--- config.mk ---
export PLATFORM = sky130hd
export DESIGN_NAME = sum_accumulator_flat
export DESIGN_NICKNAME = d
export VERILOG_FILES = /design/src/rtl/sum_accumulator_if.sv /design/src/rtl/sum_accumulator.sv /design/src/flat_wrapper.sv
export SDC_FILE = /design/constraint.sdc
export NUM_CORES = 1
export LEC_CHECK = 0
export CAP_MARGIN = 20
export CORE_ASPECT_RATIO = 1.5
export CORE_MARGIN = 2
export CORE_UTILIZATION = 53
export DETAILED_ROUTE_END_ITERATION = 6
export PLACE_DENSITY = 0.81
export SYNTH_ARGS = -nofsm -noshare
export SYNTH_HDL_FRONTEND = slang
export SYNTH_SLANG_ARGS = --single-unit
--- constraint.sdc ---
create_clock -name clk -period 7.9 [get_ports clk]
set_input_delay 1.185 -clock clk [delete_from_list [all_inputs] [get_ports clk]]
set_output_delay 1.185 -clock clk [all_outputs]
set_load 0.1 [all_outputs]
--- src/rtl/sum_accumulator_if.sv ---
// Operand stream in, burst result out: valid/ready on both sides.
interface sum_accumulator_if #(
  parameter int WIDTH = 32,
  parameter int CNT_W = 8
);
  logic             in_valid;
  logic             in_ready;
  logic [WIDTH-1:0] in_data;
  logic             in_last;
  logic             out_valid;
  logic             out_ready;
  logic [WIDTH-1:0] out_sum;
  logic [CNT_W-1:0] out_carries;
  logic [CNT_W-1:0] out_count;

  // Accumulator side: consumes operands, produces the result.
  modport slave (
    input  in_valid, in_data, in_last, out_ready,
    output in_ready, out_valid, out_sum, out_carries, out_count
  );

  // Producer/consumer side.
  modport master (
    output in_valid, in_data, in_last, out_ready,
    input  in_ready, out_valid, out_sum, out_carries, out_count
  );
endinterface

--- src/rtl/sum_accumulator.sv ---
// Adds a burst of operands into a running sum, counting beats and carry-outs.
// Latency: result valid one cycle after the last beat is accepted.
// Backpressure: in_ready drops while a result waits; result held until out_ready.
module sum_accumulator #(
  parameter int WIDTH = 32,
  parameter int CNT_W = 8
) (
  input logic             clk,
  input logic             rst_n,
  sum_accumulator_if.slave io
);

  typedef enum logic {
    ST_ACC  = 1'b0,
    ST_DONE = 1'b1
  } state_t;

  state_t           state;
  logic [WIDTH-1:0] acc;
  logic [CNT_W-1:0] carries;
  logic [CNT_W-1:0] count;
  logic [WIDTH:0]   sum_ext;

  function automatic logic [CNT_W-1:0] sat_inc(input logic [CNT_W-1:0] v, input logic inc);
    return (inc && (v != '1)) ? v + 1'b1 : v;
  endfunction

  assign sum_ext = {1'b0, acc} + {1'b0, io.in_data};

  always_ff @(posedge clk or negedge rst_n) begin
    if (!rst_n) begin
      state   <= ST_ACC;
      acc     <= '0;
      carries <= '0;
      count   <= '0;
    end else begin
      case (state)
        ST_ACC: begin
          if (io.in_valid) begin
            acc     <= sum_ext[WIDTH-1:0];
            carries <= sat_inc(carries, sum_ext[WIDTH]);
            count   <= sat_inc(count, 1'b1);
            if (io.in_last) state <= ST_DONE;
          end
        end
        ST_DONE: begin
          // Clearing on the handshake edge means the next burst starts from zero.
          if (io.out_ready) begin
            acc     <= '0;
            carries <= '0;
            count   <= '0;
            state   <= ST_ACC;
          end
        end
        default: state <= ST_ACC;
      endcase
    end
  end

  assign io.in_ready    = (state == ST_ACC);
  assign io.out_valid   = (state == ST_DONE);
  assign io.out_sum     = acc;
  assign io.out_carries = carries;
  assign io.out_count   = count;

endmodule

--- src/flat_wrapper.sv ---
// flat-port wrapper written by rule: the top's interface ports become plain ports
module sum_accumulator_flat 
#(
  parameter int WIDTH = 32,
  parameter int CNT_W = 8
)
  (clk, rst_n, io_in_valid, io_in_data, io_in_last, io_out_ready, io_in_ready, io_out_valid, io_out_sum, io_out_carries, io_out_count);
  sum_accumulator_if #(.WIDTH(WIDTH), .CNT_W(CNT_W)) io_i ();
  input logic clk;
  input logic rst_n;
  input wire logic [$bits(io_i.in_valid)-1:0] io_in_valid;
  input wire logic [$bits(io_i.in_data)-1:0] io_in_data;
  input wire logic [$bits(io_i.in_last)-1:0] io_in_last;
  input wire logic [$bits(io_i.out_ready)-1:0] io_out_ready;
  output wire logic [$bits(io_i.in_ready)-1:0] io_in_ready;
  output wire logic [$bits(io_i.out_valid)-1:0] io_out_valid;
  output wire logic [$bits(io_i.out_sum)-1:0] io_out_sum;
  output wire logic [$bits(io_i.out_carries)-1:0] io_out_carries;
  output wire logic [$bits(io_i.out_count)-1:0] io_out_count;
  assign io_i.in_valid = io_in_valid;
  assign io_i.in_data = io_in_data;
  assign io_i.in_last = io_in_last;
  assign io_i.out_ready = io_out_ready;
  assign io_in_ready = io_i.in_ready;
  assign io_out_valid = io_i.out_valid;
  assign io_out_sum = io_i.out_sum;
  assign io_out_carries = io_i.out_carries;
  assign io_out_count = io_i.out_count;
  sum_accumulator #(.WIDTH(WIDTH), .CNT_W(CNT_W)) u_core (.clk(clk), .rst_n(rst_n), .io(io_i));
endmodule
; ---- Word-level counts from Yosys, hierarchy flattened
; Index checks and enable logic that the tools add are counted.
[classes]
n_addsub = 3
n_mul = 0
div_mod_pow = 0
n_lt_le_gt_ge = 0
eq_ne = 6
shifts = 0
mux = 14
n_bitwise = 1
n_reduce_logical = 4
[op_table]
columns = op, count
row1 = $mux 32, 2
row2 = $pmux 32 s2, 1
row3 = $mux 8, 5
row4 = $add 32x32->33, 1
row5 = $pmux 8 s2, 2
row6 = $add 8x1->8 const B, 2
row7 = $ne 8x8->1 const B, 2
row8 = $reduce_and 3->1, 2
row9 = $ne 2x1->1 const B, 2
row10 = $ne 2x2->1 const B, 2
row11 = $mux 1, 3
row12 = $pmux 1 s2, 1
row13 = $reduce_and 2->1, 1
row14 = $logic_and 1x1->1, 1
row15 = $not 1->1, 1
[word_totals]
regBits = 49
latchBits = 0
ram_bits = 0
romBits = 0
inputBits = 37
out_inout_bits = 50
word_cells = 32
mem_count = 0

; ---- Longest topological paths before layout
[depth]
word_depth = 5
ltp_mapped = 10
mapped_depth_nobuf = 10

; ---- Worst setup path after synthesis
; Ideal clock, no wire load.
[synth_path]
kind = input port to flip-flop
from = in io_in_data[0]
to = reg u_core.acc[22] (netlist: u_core.io.out_sum[22])
setup_time_ns = 0.123
arrival_time_ns = 3.417
required_time_ns = 7.777
setup_slack_ns = 4.360
cell_stages = 10
n_path_buf = 0
path_cell_list = ha_1 > fa_1 > a211oi_1 > o21ai_2 > o211a_1 > o21ai_2 > a21oi_1 > o31a_1 > or3_1 > a32o_1
[synth_between]
elab_chain_cells = 3
[synth_rtl]
columns = item, line
row1 = "start, declared", flat_wrapper.sv:12  ; input wire logic [$bits(io_i.in_data)-1:0] io_in_data;
row2 = $add 32x32->33, sum_accumulator.sv:28  ; assign sum_ext = {1'b0, acc} + {1'b0, io.in_data};
row3 = $mux 32, sum_accumulator.sv:39  ; if (io.in_valid) begin
row4 = $pmux 32 s2, sum_accumulator.sv:37  ; case (state)
row5 = "end signal, assigned", sum_accumulator.sv:40  ; acc <= sum_ext[WIDTH-1:0];
row6 = "end, declared", sum_accumulator.sv:19  ; logic [WIDTH-1:0] acc;
; No other way between the ends. The select of a mux whose other input is x is not followed.
; A chain may end at the register's enable or synchronous reset.

; ---- Worst setup path in the final report
; Same ends and word-level chain as after synthesis.

==> results.json <==
{
  "grt_max_degree": 50,
  "cts_buffers": 5,
  "status": "finished, final reports clean",
  "antenna_cells": 0,
  "synth_nets": 517,
  "yosysSeqAreaShare_pct": 32.0,
  "rsz0062_at_grt": "no",
  "io_pins": 87,
  "clock_latency_ns": 0.31,
  "startpoint_type": "input pin",
  "wirelength_um": 9960,
  "slew_headroom_pct": 30.0,
  "area_delta_synth_final_pct": 26.2,
  "synthAdderAreaFrac_pct": 11.6,
  "yosys.area_share.simple_pct": 18.2,
  "reg2reg_depth": 10,
  "nets": 594,
  "setup_viol": 0,
  "max_cap_violations": 0,
  "path_class": "in2reg",
  "fin_setup_tns_ns": 0,
  "clk_pin_slew_ns": 0.10,
  "ys_types": 60,
  "nFillCells": 595,
  "yosys-top-cells-area": "dfrtp_1, ha_1, nand2_1",
  "yosys_warnings": 0,
  "io_buffers": 86,
  "synth_edf_count": 0,
  "grt_antenna_before_repair": 0,
  "die_w_um": 73.4,
  "synth_xor_area_share_pct": 7.31,
  "critical_path.cell_chain": "clkdlybuf4s50_1 > ha_1 > fa_1 > a211oi_1 > o21ai_2 > o211a_1 > o21ai_2 > a21oi_1 > o31a_1 > or3_1 > a32o_1",
  "syn_area_mm2": 0.00383,
  "muxShareOfSynthArea_pct": 1.04,
  "cts_max_level": 2,
  "synth.most_common_cell": "nand2_1",
  "rows": 38,
  "cts_tree": "yes",
  "vias": 3703,
  "syn_inst": 445,
  "tightestPinTransition_ns": 1.05,
  "slowest_stage": "fa_1",
  "drcViolationCount": 0,
  "synth-seq-cells": 49,
  "place_congestion": 0.896,
  "synthTopCellsByCount": "nand2_1, dfrtp_1, o21ai_0, a21oi_1, ha_1",
  "synthArstFlopShare_pct": 100,
  "initial_core_util_pct": 53.7,
  "synth_compound_area_share_pct": 26.1,
  "r2r-end": "u_core.io.out_sum[22]",
  "postCtsSetupRepairBufs": 0,
  "hp-class": "reg2reg",
  "synth_top_family_by_area": "compound AO/OA/AOI/OAI gates",
  "avgSynthCellArea_um2": 8.61,
  "drtAntennaViolNets": 0,
  "cp_data_arrival_time_ns": 4.07,
  "yosys_most_used_dff": "dfrtp_1",
  "cts_resized": 0,
  "cp-startpoint": "io_in_data[0]",
  "min_path_cells": 2,
  "grt_first_pass_wirelength_um": 16300,
  "yosysTopAreaCell": "dfrtp_1",
  "dr.pass1.iters": 5,
  "cts_sinks": 49,
  "timing.final.crit_share_pct": 48.9,
  "cts_root_buf": "clkbuf_8",
  "drive_gt1_share_pct": 5.74,
  "r2r-start": "u_core.io.out_sum[0]",
  "synth_top_cell_area_share_pct": 32.0,
  "required_ns": 8.11,
  "max_freq_mhz": 259,
  "grt-ovfl-total": 0,
  "grt_pass1_vias": 3625,
  "slowest_delay_ns": 0.43,
  "dieArea_mm2": 0.00794,
  "drv_slew": 0,
  "cp_max_fo": 4,
  "period_needed_ns": 3.86,
  "core_area_mm2": 0.00713,
  "min-delay-start": "u_core.io.out_sum[13]",
  "die_h_um": 108,
  "cts_hold_buf": 0,
  "dpl.hpwl_um": 7380,
  "crit_top_cell": "o21ai_2",
  "drt-initial-drc-count": 250,
  "routedWlPerCell_um": 16.5,
  "fin_skew_ns": 0.0134,
  "r2r_slack_ns": 4.92,
  "whs_endpoint": "u_core.io.out_sum[13]",
  "finalHoldViolations": 0,
  "globalRouteTotalUtil_pct": 25.6,
  "avgViaCountPerCell": 6.14,
  "worst_setup_path_end_kind": "flip-flop",
  "cts_buffer_depth": 2
}
==> logic make-up after synthesis <==
family | Yosys count
AOI/OAI and AO/OA | 148
and+or+nand+nor | 144
DFF | 49
adders and majority gates | 35
buffers and inverters | 33
xor gates and xnor gates | 32
muxes | 4
==> per-stage QoR <==
| stage | std cells | setup WS (ns) | hold WS, ns | utilization (%) | instance area, um^2 |
|---|---|---|---|---|---|
| after global placement | 595 | 3.80 | 0.494 | 66.2 | 4720 |
| after detailed placement | 595 | 3.72 | 0.506 | 66.2 | 4720 |
| after CTS | 603 | 4.06 | 0.526 | 67.8 | 4840 |
| after floorplan | 445 | 4.36 | 0.889 | - | 3830 |
| final | 603 | 4.04 | 0.522 | 67.8 | 4840 |
| after global routing | 603 | 3.88 | 0.565 | 67.8 | 4840 |
==> cell type report <==
class / count / area [um^2] / area share (%)
clock inverter: 1 / 30.0 / 0.621
timing repair buffer: 89 / 878 / 18.2
sequential: 49 / 1230 / 25.3
clock buffer: 7 / 86.3 / 1.78
inverter: 14 / 52.6 / 1.09
multi-input combinational: 363 / 2460 / 50.9
tap: 80 / 100 / 2.07
==> sequential cells by signal, indices dropped and copies added (netlist names) <==
name / flops
u_core.io.out_count: 8
u_core.io.out_carries: 8
u_core.io.out_valid: 1
u_core.io.out_sum: 32
==> how the worst max path moves through the flow <==
stage / to / slack (ns) / cells after the start
4_1_cts: u_core.io.out_sum[22] / 4.06 / 11
3_3_place_gp: u_core.io.out_sum[22] / 3.80 / 11
6_report: u_core.io.out_sum[22] / 4.04 / 11
2_1_floorplan: u_core.io.out_sum[22] / 4.36 / 10
5_1_grt: u_core.io.out_carries[5] / 3.88 / 10
3_5_place_dp: u_core.io.out_sum[22] / 3.72 / 11
==> layer usage <==
layer / vias to the layer above / global-route usage (%) / routed length [um]
li1: 1790 / - / -
met1: 1739 / 31.3 / 4170
met2: 141 / 44.5 / 4950
met3: 33 / 2.80 / 488
met4: 0 / 11.2 / 351
met5: - / 0 / 0
==> worst max-delay path: cells and delay by family <==
family / cells / cell delay, ns
AO/OA/AOI/OAI: 7 / 1.48
adder cells (fa/ha/maj): 2 / 0.65
buffers and inverters: 1 / 0.42
AND/OR/NAND/NOR: 1 / 0.33
==> placed cells by master, fill, tap and decap left out, types with 3 or more instances in the layout <==
master and instances:
clkdlybuf4s50_1 85, nand2_1 58, dfrtp_1 49, o21ai_0 40, a21oi_1 37, ha_1 34, nor2_1 22, nand3_1 18
xor2_1 17, xnor2_1 15, inv_1 14, nand4_1 8, or3_1 8, a22o_1 7, a21o_1 6, clkbuf_8 6
o21a_1 5, o22ai_1 5, nor3_1 5, nor3b_1 5, and2_1 4, a211oi_1 4, o211ai_1 4, o2111ai_1 4
mux2i_1 4, and3_1 3, a221oi_1 3, o211a_1 3, o21bai_1 3, buf_4 3
Power is left out: the tool's default activity adds up to more than one toggle a clock period on the data nets, which glitch-free logic cannot reach.
